<file path="src/rtl/alu_pkg.sv">
// Shared definitions for the multi-cycle ALU: op codes, FSM states and the
// bit positions of the sticky flag register.
package alu_pkg;

    localparam logic [3:0] OP_ADD = 4'd0;
    localparam logic [3:0] OP_SUB = 4'd1;
    localparam logic [3:0] OP_AND = 4'd2;
    localparam logic [3:0] OP_OR  = 4'd3;
    localparam logic [3:0] OP_XOR = 4'd4;
    localparam logic [3:0] OP_CMP = 4'd5;
    localparam logic [3:0] OP_MOV = 4'd6;
    localparam logic [3:0] OP_MUL = 4'd7;
    localparam logic [3:0] OP_SLL = 4'd8;
    localparam logic [3:0] OP_SLR = 4'd9;
    localparam logic [3:0] OP_SRL = 4'd10;
    localparam logic [3:0] OP_SRA = 4'd11;

    typedef enum logic [1:0] {
        ST_IDLE = 2'd0,
        ST_MUL  = 2'd1,
        ST_HOLD = 2'd2
    } state_t;

    localparam int FLAG_S = 3;
    localparam int FLAG_Z = 2;
    localparam int FLAG_C = 1;
    localparam int FLAG_V = 0;

endpackage

</file>
<file path="src/rtl/alu_comb.sv">
// Single-cycle datapath for every op except MUL, with S/Z/C/V generation.
module alu_comb
    import alu_pkg::*;
#(
    parameter int W   = 16,
    parameter int SHW = $clog2(W)
) (
    input  logic [3:0]     op,
    input  logic [SHW-1:0] shamt,
    input  logic [W-1:0]   data1,
    input  logic [W-1:0]   data2,
    output logic [W-1:0]   res,
    output logic           s,
    output logic           z,
    output logic           c,
    output logic           v
);

    logic [W:0]     sum;
    logic [W:0]     diff;
    logic [W:0]     sll_ext;
    logic [W:0]     srl_ext;
    logic [W:0]     sra_ext;
    logic [2*W-1:0] rot;

    assign sum     = {1'b0, data2} + {1'b0, data1};
    assign diff    = {1'b0, data2} - {1'b0, data1};
    // The extra bit beyond the result catches the last bit shifted out,
    // which is zero automatically when shamt is zero.
    assign sll_ext = {1'b0, data2} << shamt;
    assign srl_ext = {data2, 1'b0} >> shamt;
    assign sra_ext = $signed({data2, 1'b0}) >>> shamt;
    assign rot     = {data2, data2} << shamt;

    always_comb begin
        res = '0;
        c   = 1'b0;
        v   = 1'b0;
        case (op)
            OP_ADD: begin
                res = sum[W-1:0];
                c   = sum[W];
                v   = (data2[W-1] == data1[W-1]) && (sum[W-1] != data2[W-1]);
            end
            OP_SUB, OP_CMP: begin
                res = diff[W-1:0];
                c   = diff[W];
                v   = (data2[W-1] != data1[W-1]) && (diff[W-1] != data2[W-1]);
            end
            OP_AND: res = data2 & data1;
            OP_OR:  res = data2 | data1;
            OP_XOR: res = data2 ^ data1;
            OP_MOV: res = data1;
            OP_SLL: begin
                res = sll_ext[W-1:0];
                c   = sll_ext[W];
            end
            OP_SLR: res = rot[2*W-1:W];
            OP_SRL: begin
                res = srl_ext[W:1];
                c   = srl_ext[0];
            end
            OP_SRA: begin
                res = sra_ext[W:1];
                c   = sra_ext[0];
            end
            default: res = '0;
        endcase
        s = res[W-1];
        z = (res == '0);
    end

endmodule

</file>
<file path="src/rtl/alu_mc.sv">
// Multi-cycle ALU: handshaked operands, registered result/flags, iterative
// shift-add multiply and a sticky flag register updated on consume.
module alu_mc
    import alu_pkg::*;
#(
    parameter int W   = 16,
    parameter int SHW = $clog2(W)
) (
    input  logic           clk,
    input  logic           rst,
    input  logic           in_valid,
    output logic           in_ready,
    input  logic [3:0]     op,
    input  logic [SHW-1:0] shamt,
    input  logic [W-1:0]   data1,
    input  logic [W-1:0]   data2,
    output logic           out_valid,
    input  logic           out_ready,
    output logic [W-1:0]   res,
    output logic           S,
    output logic           Z,
    output logic           C,
    output logic           V,
    output logic [3:0]     flags
);

    state_t         state_q, state_d;
    logic [W-1:0]   res_q;
    logic           s_q, z_q, c_q, v_q;
    logic [3:0]     flags_q;
    logic [2*W-1:0] acc_q, acc_d;
    logic [2*W-1:0] mcand_q;
    logic [W-1:0]   mplier_q;
    logic [SHW-1:0] cnt_q;

    logic [W-1:0]   comb_res;
    logic           comb_s, comb_z, comb_c, comb_v;
    logic           accept, consume, mul_last;
    logic [W-1:0]   prod_lo;
    logic           prod_hi_nz;

    alu_comb #(.W(W), .SHW(SHW)) u_comb (
        .op    (op),
        .shamt (shamt),
        .data1 (data1),
        .data2 (data2),
        .res   (comb_res),
        .s     (comb_s),
        .z     (comb_z),
        .c     (comb_c),
        .v     (comb_v)
    );

    assign in_ready   = (state_q == ST_IDLE) || ((state_q == ST_HOLD) && out_ready);
    assign out_valid  = (state_q == ST_HOLD);
    assign accept     = in_valid && in_ready;
    assign consume    = out_valid && out_ready;
    assign mul_last   = (state_q == ST_MUL) && (cnt_q == SHW'(W - 1));
    assign acc_d      = acc_q + (mplier_q[0] ? mcand_q : '0);
    assign prod_lo    = acc_d[W-1:0];
    assign prod_hi_nz = |acc_d[2*W-1:W];

    always_comb begin
        state_d = state_q;
        case (state_q)
            ST_IDLE: if (accept) state_d = (op == OP_MUL) ? ST_MUL : ST_HOLD;
            ST_MUL:  if (mul_last) state_d = ST_HOLD;
            ST_HOLD: begin
                if (accept)       state_d = (op == OP_MUL) ? ST_MUL : ST_HOLD;
                else if (consume) state_d = ST_IDLE;
            end
            default: state_d = ST_IDLE;
        endcase
    end

    always_ff @(posedge clk) begin
        if (rst) begin
            state_q  <= ST_IDLE;
            res_q    <= '0;
            s_q      <= 1'b0;
            z_q      <= 1'b0;
            c_q      <= 1'b0;
            v_q      <= 1'b0;
            flags_q  <= '0;
            acc_q    <= '0;
            mcand_q  <= '0;
            mplier_q <= '0;
            cnt_q    <= '0;
        end else begin
            state_q <= state_d;
            if (consume) begin
                flags_q[FLAG_S] <= s_q;
                flags_q[FLAG_Z] <= z_q;
                flags_q[FLAG_C] <= c_q;
                flags_q[FLAG_V] <= v_q;
            end
            if (accept && (op == OP_MUL)) begin
                mcand_q  <= {{W{1'b0}}, data2};
                mplier_q <= data1;
                acc_q    <= '0;
                cnt_q    <= '0;
            end else if (accept) begin
                res_q <= comb_res;
                s_q   <= comb_s;
                z_q   <= comb_z;
                c_q   <= comb_c;
                v_q   <= comb_v;
            end
            // One partial product per cycle; the last step's sum is the product.
            if (state_q == ST_MUL) begin
                acc_q    <= acc_d;
                mcand_q  <= mcand_q << 1;
                mplier_q <= mplier_q >> 1;
                cnt_q    <= cnt_q + SHW'(1);
                if (mul_last) begin
                    res_q <= prod_lo;
                    s_q   <= prod_lo[W-1];
                    z_q   <= (prod_lo == '0);
                    c_q   <= prod_hi_nz;
                    v_q   <= prod_hi_nz;
                end
            end
        end
    end

    assign res   = res_q;
    assign S     = s_q;
    assign Z     = z_q;
    assign C     = c_q;
    assign V     = v_q;
    assign flags = flags_q;

endmodule

</file>
<file path="config.mk">
export PLATFORM = sky130hd
export DESIGN_NAME = alu_mc
export DESIGN_NICKNAME = d
export VERILOG_FILES = /design/src/rtl/alu_pkg.sv /design/src/rtl/alu_comb.sv /design/src/rtl/alu_mc.sv
export SDC_FILE = /design/constraint.sdc
export NUM_CORES = 1
export LEC_CHECK = 0
export ABC_AREA = 0
export BUFFER_PORTS_ARGS = -buffer_cell sky130_fd_sc_hd__buf_2
export CORE_ASPECT_RATIO = 1.1
export CORE_UTILIZATION = 30
export DETAILED_ROUTE_END_ITERATION = 16
export GPL_TIMING_DRIVEN = 0
export PLACE_DENSITY_LB_ADDON = 0.25
export SLEW_MARGIN = 40
export SYNTH_ARGS = -nofsm -noshare
export SYNTH_HDL_FRONTEND = slang
export SYNTH_HIERARCHICAL = 1
export SYNTH_SLANG_ARGS = --single-unit
</file>
<file path="constraint.sdc">
create_clock -name clk -period 3.16 [get_ports clk]
set_input_delay 0.316 -clock clk [delete_from_list [all_inputs] [get_ports clk]]
set_output_delay 0.316 -clock clk [all_outputs]
set_load 0.01 [all_outputs]
</file>
-- Word level (Yosys, flattened, before mapping)
Cells that the tools add are included.
- shift operators: 4
- add/subtract/negate cells: 4
- reductions and logical operators: 16
- bitwise logic cells: 3
- equality and inequality tests: 21
- muxes and demuxes: 38
- operator list (operator ; count):
    $mux 32 ; 5
    $pmux 16 s10 ; 1
    $mux 16 ; 4
    $add 32x32->32 ; 1
    $logic_not 16->1 ; 2
    $shl 32x4->32 ; 1
    $mux 15 ; 2
    $eq 4x4->1 const B ; 5
    $add 16x16->17 ; 1
    $shl 16x4->17 ; 1
    $shr 17x4->17 ; 1
    $sshr 17x4->17 ; 1
    $sub 16x16->17 ; 1
    $and 16x16->16 ; 1
    $eq 4x3->1 const B ; 4
    $mux 1 ; 16
    $or 16x16->16 ; 1
    $reduce_or 16->1 ; 1
    $xor 16x16->16 ; 1
    $mux 2 ; 5
    $eq 4x2->1 const B ; 2
    $mux 4 ; 2
    $logic_and 1x1->1 ; 6
    $pmux 2 s3 ; 1
    other kinds (16) ; 20
- register bits after elaboration: 110
- input bits: 44
- word-level logic and storage cells: 99

-- Depth between registers and ports, before layout
- word-level depth: 8
- mapped depth: 16

-- Modules after synthesis
Netlist, hierarchy kept.
- by module, submodules not included (module ; cells an instance ; seq. area each (sq um) ; instances ; area each (sq um)):
    alu_mc ; 866 ; 2202.1 ; 1 ; 6681.4
    alu_comb ; 625 ; 0.0 ; 1 ; 4829.6

-- Worst setup path after synthesis
Ideal clock, no wire load.
- path type: input port to flip-flop
- start point: input data2[4]
- end point: register z_q, in the netlist Z
- path slack: -0.224 ns
- setup time: 0.084 ns
- buffers on the path: 2
- stages: 16
- data arrival time: 3.299 ns
- path through: clkbuf_1 -> inv_1 -> ha_1 -> buf_2 -> nor2b_1 -> a2111oi_2 -> a211oi_1 -> o31a_1 -> a211o_1 -> a221o_1 -> nor4_2 -> nand3_1 -> nor4_2 -> mux2i_1 -> or3_1 -> o31ai_2
- cells in the longest elaborated chain, start to end: 7
- elaborated cells on any way between the ends: 15
- ends and longest elaborated chain (item ; line ; source):
    start, declared ; alu_mc.sv:16 ; input logic [W-1:0] data2,
    $sub 16x16->17, or another cell as far along ; alu_comb.sv:27 ; assign diff = {1'b0, data2} - {1'b0, data1};
    $pmux 16 s10 (*) ; alu_comb.sv:39 ; case (op)
    via comb_res[11] ; alu_mc.sv:36 ; logic [W-1:0] comb_res;
    $logic_not 16->1 (*) ; alu_comb.sv:70 ; z = (res == '0);
    via comb_z ; alu_mc.sv:37 ; logic comb_s, comb_z, comb_c, comb_v;
    $mux 1 (*) ; alu_mc.sv:102 ; end else if (accept) begin
    $mux 1 (*) ; alu_mc.sv:97 ; if (accept && (op == OP_MUL)) begin
    $mux 1 ; alu_mc.sv:115 ; if (mul_last) begin
    $mux 1 (*) ; alu_mc.sv:110 ; if (state_q == ST_MUL) begin
    end signal, assigned ; alu_mc.sv:105 ; z_q <= comb_z;
    end signal, assigned ; alu_mc.sv:118 ; z_q <= (prod_lo == '0);
    end, declared ; alu_mc.sv:29 ; logic s_q, z_q, c_q, v_q;
Mark *: on every way through the listed nets, which the timed path passes. The rest lies on a longest branch.
A chain may end at the register's enable or synchronous reset.

-- Final worst setup path
- start point: register mplier_q[0]
- end point: register v_q, in the netlist V
- cells in the longest elaborated chain, start to end: 5
- ends and longest elaborated chain (item ; line ; source):
    start, declared ; alu_mc.sv:33 ; logic [W-1:0] mplier_q;
    start signal, assigned ; alu_mc.sv:99 ; mplier_q <= data1;
    start signal, assigned ; alu_mc.sv:113 ; mplier_q <= mplier_q >> 1;
    $mux 32 ; alu_mc.sv:59 ; assign acc_d = acc_q + (mplier_q[0] ? mcand_q : '0);
    $add 32x32->32 ; alu_mc.sv:59 ;
    $reduce_or 16->1 ; alu_mc.sv:61 ; assign prod_hi_nz = |acc_d[2*W-1:W];
    $mux 1 ; alu_mc.sv:115 ;
    $mux 1 ; alu_mc.sv:110 ;
    end signal, assigned ; alu_mc.sv:107 ; v_q <= comb_v;
    end signal, assigned ; alu_mc.sv:120 ; v_q <= prod_hi_nz;
    end, declared ; alu_mc.sv:29 ;
No other way between the ends.

==> reports/metrics.cfg <==
[sta]
fmax_mhz = 275
worst_slew_pin_slew_ns = 0.851
finalWorstPathRequiredPeriod_ns = 3.63
rsz0062_at_grt = yes
timing.setup.tns_ns = -1.85
fin_crit_sh_pct = 115
drv_slew = 0
setup_viol = 7
hold-worst-slack_ns = 0.261
finalHoldViolations = 0
finClkSkew_ns = 0.00775
slew_headroom_pct = 43.1
setup_ws_ns = -0.470

[yosys]
ys_types = 96
yosysWarnings = 6
synth_top_area_share_pct = 19.1
synth_seq_area_share_pct = 19.1
synth_area_leader_cell = dfxtp_1
synth_area_um2 = 11500
postSynthAreaPerCell_um2 = 7.72
postSynth.asyncResetShare_pct = 0
synth_area_leaders = dfxtp_1, ha_1, mux4_2, nand2_1, a21oi_1
synth-main-ff-cell = dfxtp_1
synth_nets = 1622
synth_edf_count = 0
syn_inst = 1491
synth_seq_cells = 110

[critical_path]
max_stage_delay_ns = 0.38
path_buf_inv = 3
critPathTopFamily = compound AO/OA/AOI/OAI gates
cp.arrival_ns = 3.86
crit_fanout = 5
start_kind = flop
end_kind = flop
critical_path.slowest_cell = dfxtp_4
worstSetupPathType = reg2reg
required_ns = 3.39
crit_chain = buf_8 -> and2_4 -> ha_4 -> fa_2 -> a21o_1 -> a221oi_4 -> buf_6 -> o311ai_4 -> buf_4 -> a32o_2 -> a2111oi_4 -> o21ai_1 -> xnor2_1 -> a41oi_2 -> a21boi_2

[power_and_ir_drop]
cellLeakagePower_uw = 0.00549
p_per_area_nw_per_um2 = 277
p_switching_uw = 1330
clockPowerShare_pct = 29.4
p_int_uw = 2500
combPwrFrac_pct = 32.9
ir_drop_uv = 283
seq_power_share_pct = 37.7
switching_share_pct = 34.8

[job]
cap_violations = 0

[clock_tree]
cts_root_buf = clkbuf_16
clockBufferDepth = 2
cts_buffers = 9
cts_max_level = 3
cts_tree = built
insertion_delay_ns = 0.36
cts_sinks = 110
clkSlewWorstSetupHoldPaths_ns = 0.07

[cells_and_area]
num-nets-final = 1722
mostFrequentLayoutCells = nand2_1, nor2_1, dfxtp_1, a21oi_1, ha_1
drive_above_1_share_pct = 21.3
layout.cells.non_filler = 2090
final_cell_area_um2 = 13800
final_common_cell = nand2_1
utilization_pct = 36.9
area_delta_synth_final_pct = 20.2

[route]
wl_um = 48800
drc = 0
num_vias = 12527
first_iter_violations = 1124
first_pass_iters = 5
vias_per_cell = 5.99
wire_per_inst_um = 23.4
drtAntennaViolNets = 0

[placement]
gp_congestion = 0.990
dp.cells = 2052
placed_area_um2 = 12600
place_hpwl_um = 38200
port_buffers = 67

[run_status]
status = complete, but fails checks
violations = setup timing

[floorplanning]
start_util_pct = 30.7
fp.dieH_um = 207
die-area_um2 = 39200
io_pins = 70
design.core.area_um2 = 37500
fp.dieW_um = 189
rows = 74

[min_path]
hold_class = in2reg

[grt]
grt_max_degree = 17
grt_pass1_vias = 12020
gr-usage-all-layers_pct = 24.2
antenna_found_initial = 6
overflow = 0
grt_pass1_wl_um = 73400

## state kept, by name (all words and copies together), names as in the netlist
register  flops
C             1
S             1
V             1
Z             1
acc_q        32
cnt_q         4
flags         4
mcand_q      32
mplier_q     16
res          16
state_q       2
## stage by stage
step	total power (uW)	setup WS (ns)
floorplan	2180	-0.0999
global placement	2590	-1.38
detailed placement	2590	-1.44
CTS	3740	-0.511
global route	3980	-0.615
finish	3840	-0.470
## kinds of logic after synthesis
group | Yosys count | share of synthesized area, %
flip-flops | 110 | 19.1
AND/OR/NAND/NOR | 566 | 24.1
AO/OA/AOI/OAI | 436 | 26.8
buffers and inverters | 190 | 7.10
adder cells (fa/ha/maj) | 87 | 9.65
multiplexers | 82 | 11.7
XOR/XNOR | 20 | 1.52
## metal layers
layer,track usage [%],wire length (um)
met1,30.2,20000
met2,40.2,22900
met3,3.36,3060
met4,13.1,2820
met5,0,75
## synth_stat cells (all sizes together) (36+ instances only)
master and n:
a211oi 36, a21oi 118, and2 42, clkbuf 96
dfxtp 110, ha 84, inv 63, mux4 38
nand2 160, nand3 67, nor2 145, o21ai 51
## what timing repair did
action                                 CTS  global route
gates cloned                             1             0
setup endpoints to repair               19            23
hold buffers                             0             0
resized for setup                       69           147
endpoints found under the hold margin    0             0
pin swaps                               17            29
setup buffers                           10            23
## final timing paths
check | slack, ns | start | endpoint | cells past startpoint
setup / recovery | -0.47 | mplier_q[0] | V | 15
hold reg to reg | 0.46 | flags[1] | flags[1] | 2
hold / removal | 0.26 | data1[6] | mplier_q[6] | 3
setup reg to reg | -0.47 | mplier_q[0] | V | 15
## power groups by stage
stage          clock, uW  sequential [uW]  combinational, uW
2_1_floorplan          0             1480                702
3_3_place_gp           0             1480               1110
3_5_place_dp           0             1480               1110
4_1_cts             1140             1450               1150
5_1_grt             1200             1450               1330
6_report            1130             1450               1260
## cell type report
type | instances | area [um2]
clock buffers | 12 | 267
flip-flops and latches | 110 | 2210
fillers | 4005 | 23700
diodes | 1 | 2.50
well taps | 494 | 618
repair buffers | 101 | 673
plain buffers | 115 | 644
inverters | 63 | 253
clock inverters | 3 | 18.8
multi-input cells | 1191 | 9160
## worst min-delay path: cells and delay by family
family / cells / cell delay (ns)
compound gates: 1 / 0.08
simple gates: 1 / 0.05
buf+inv: 1 / 0.12
Power figures use the tool's default switching activity.
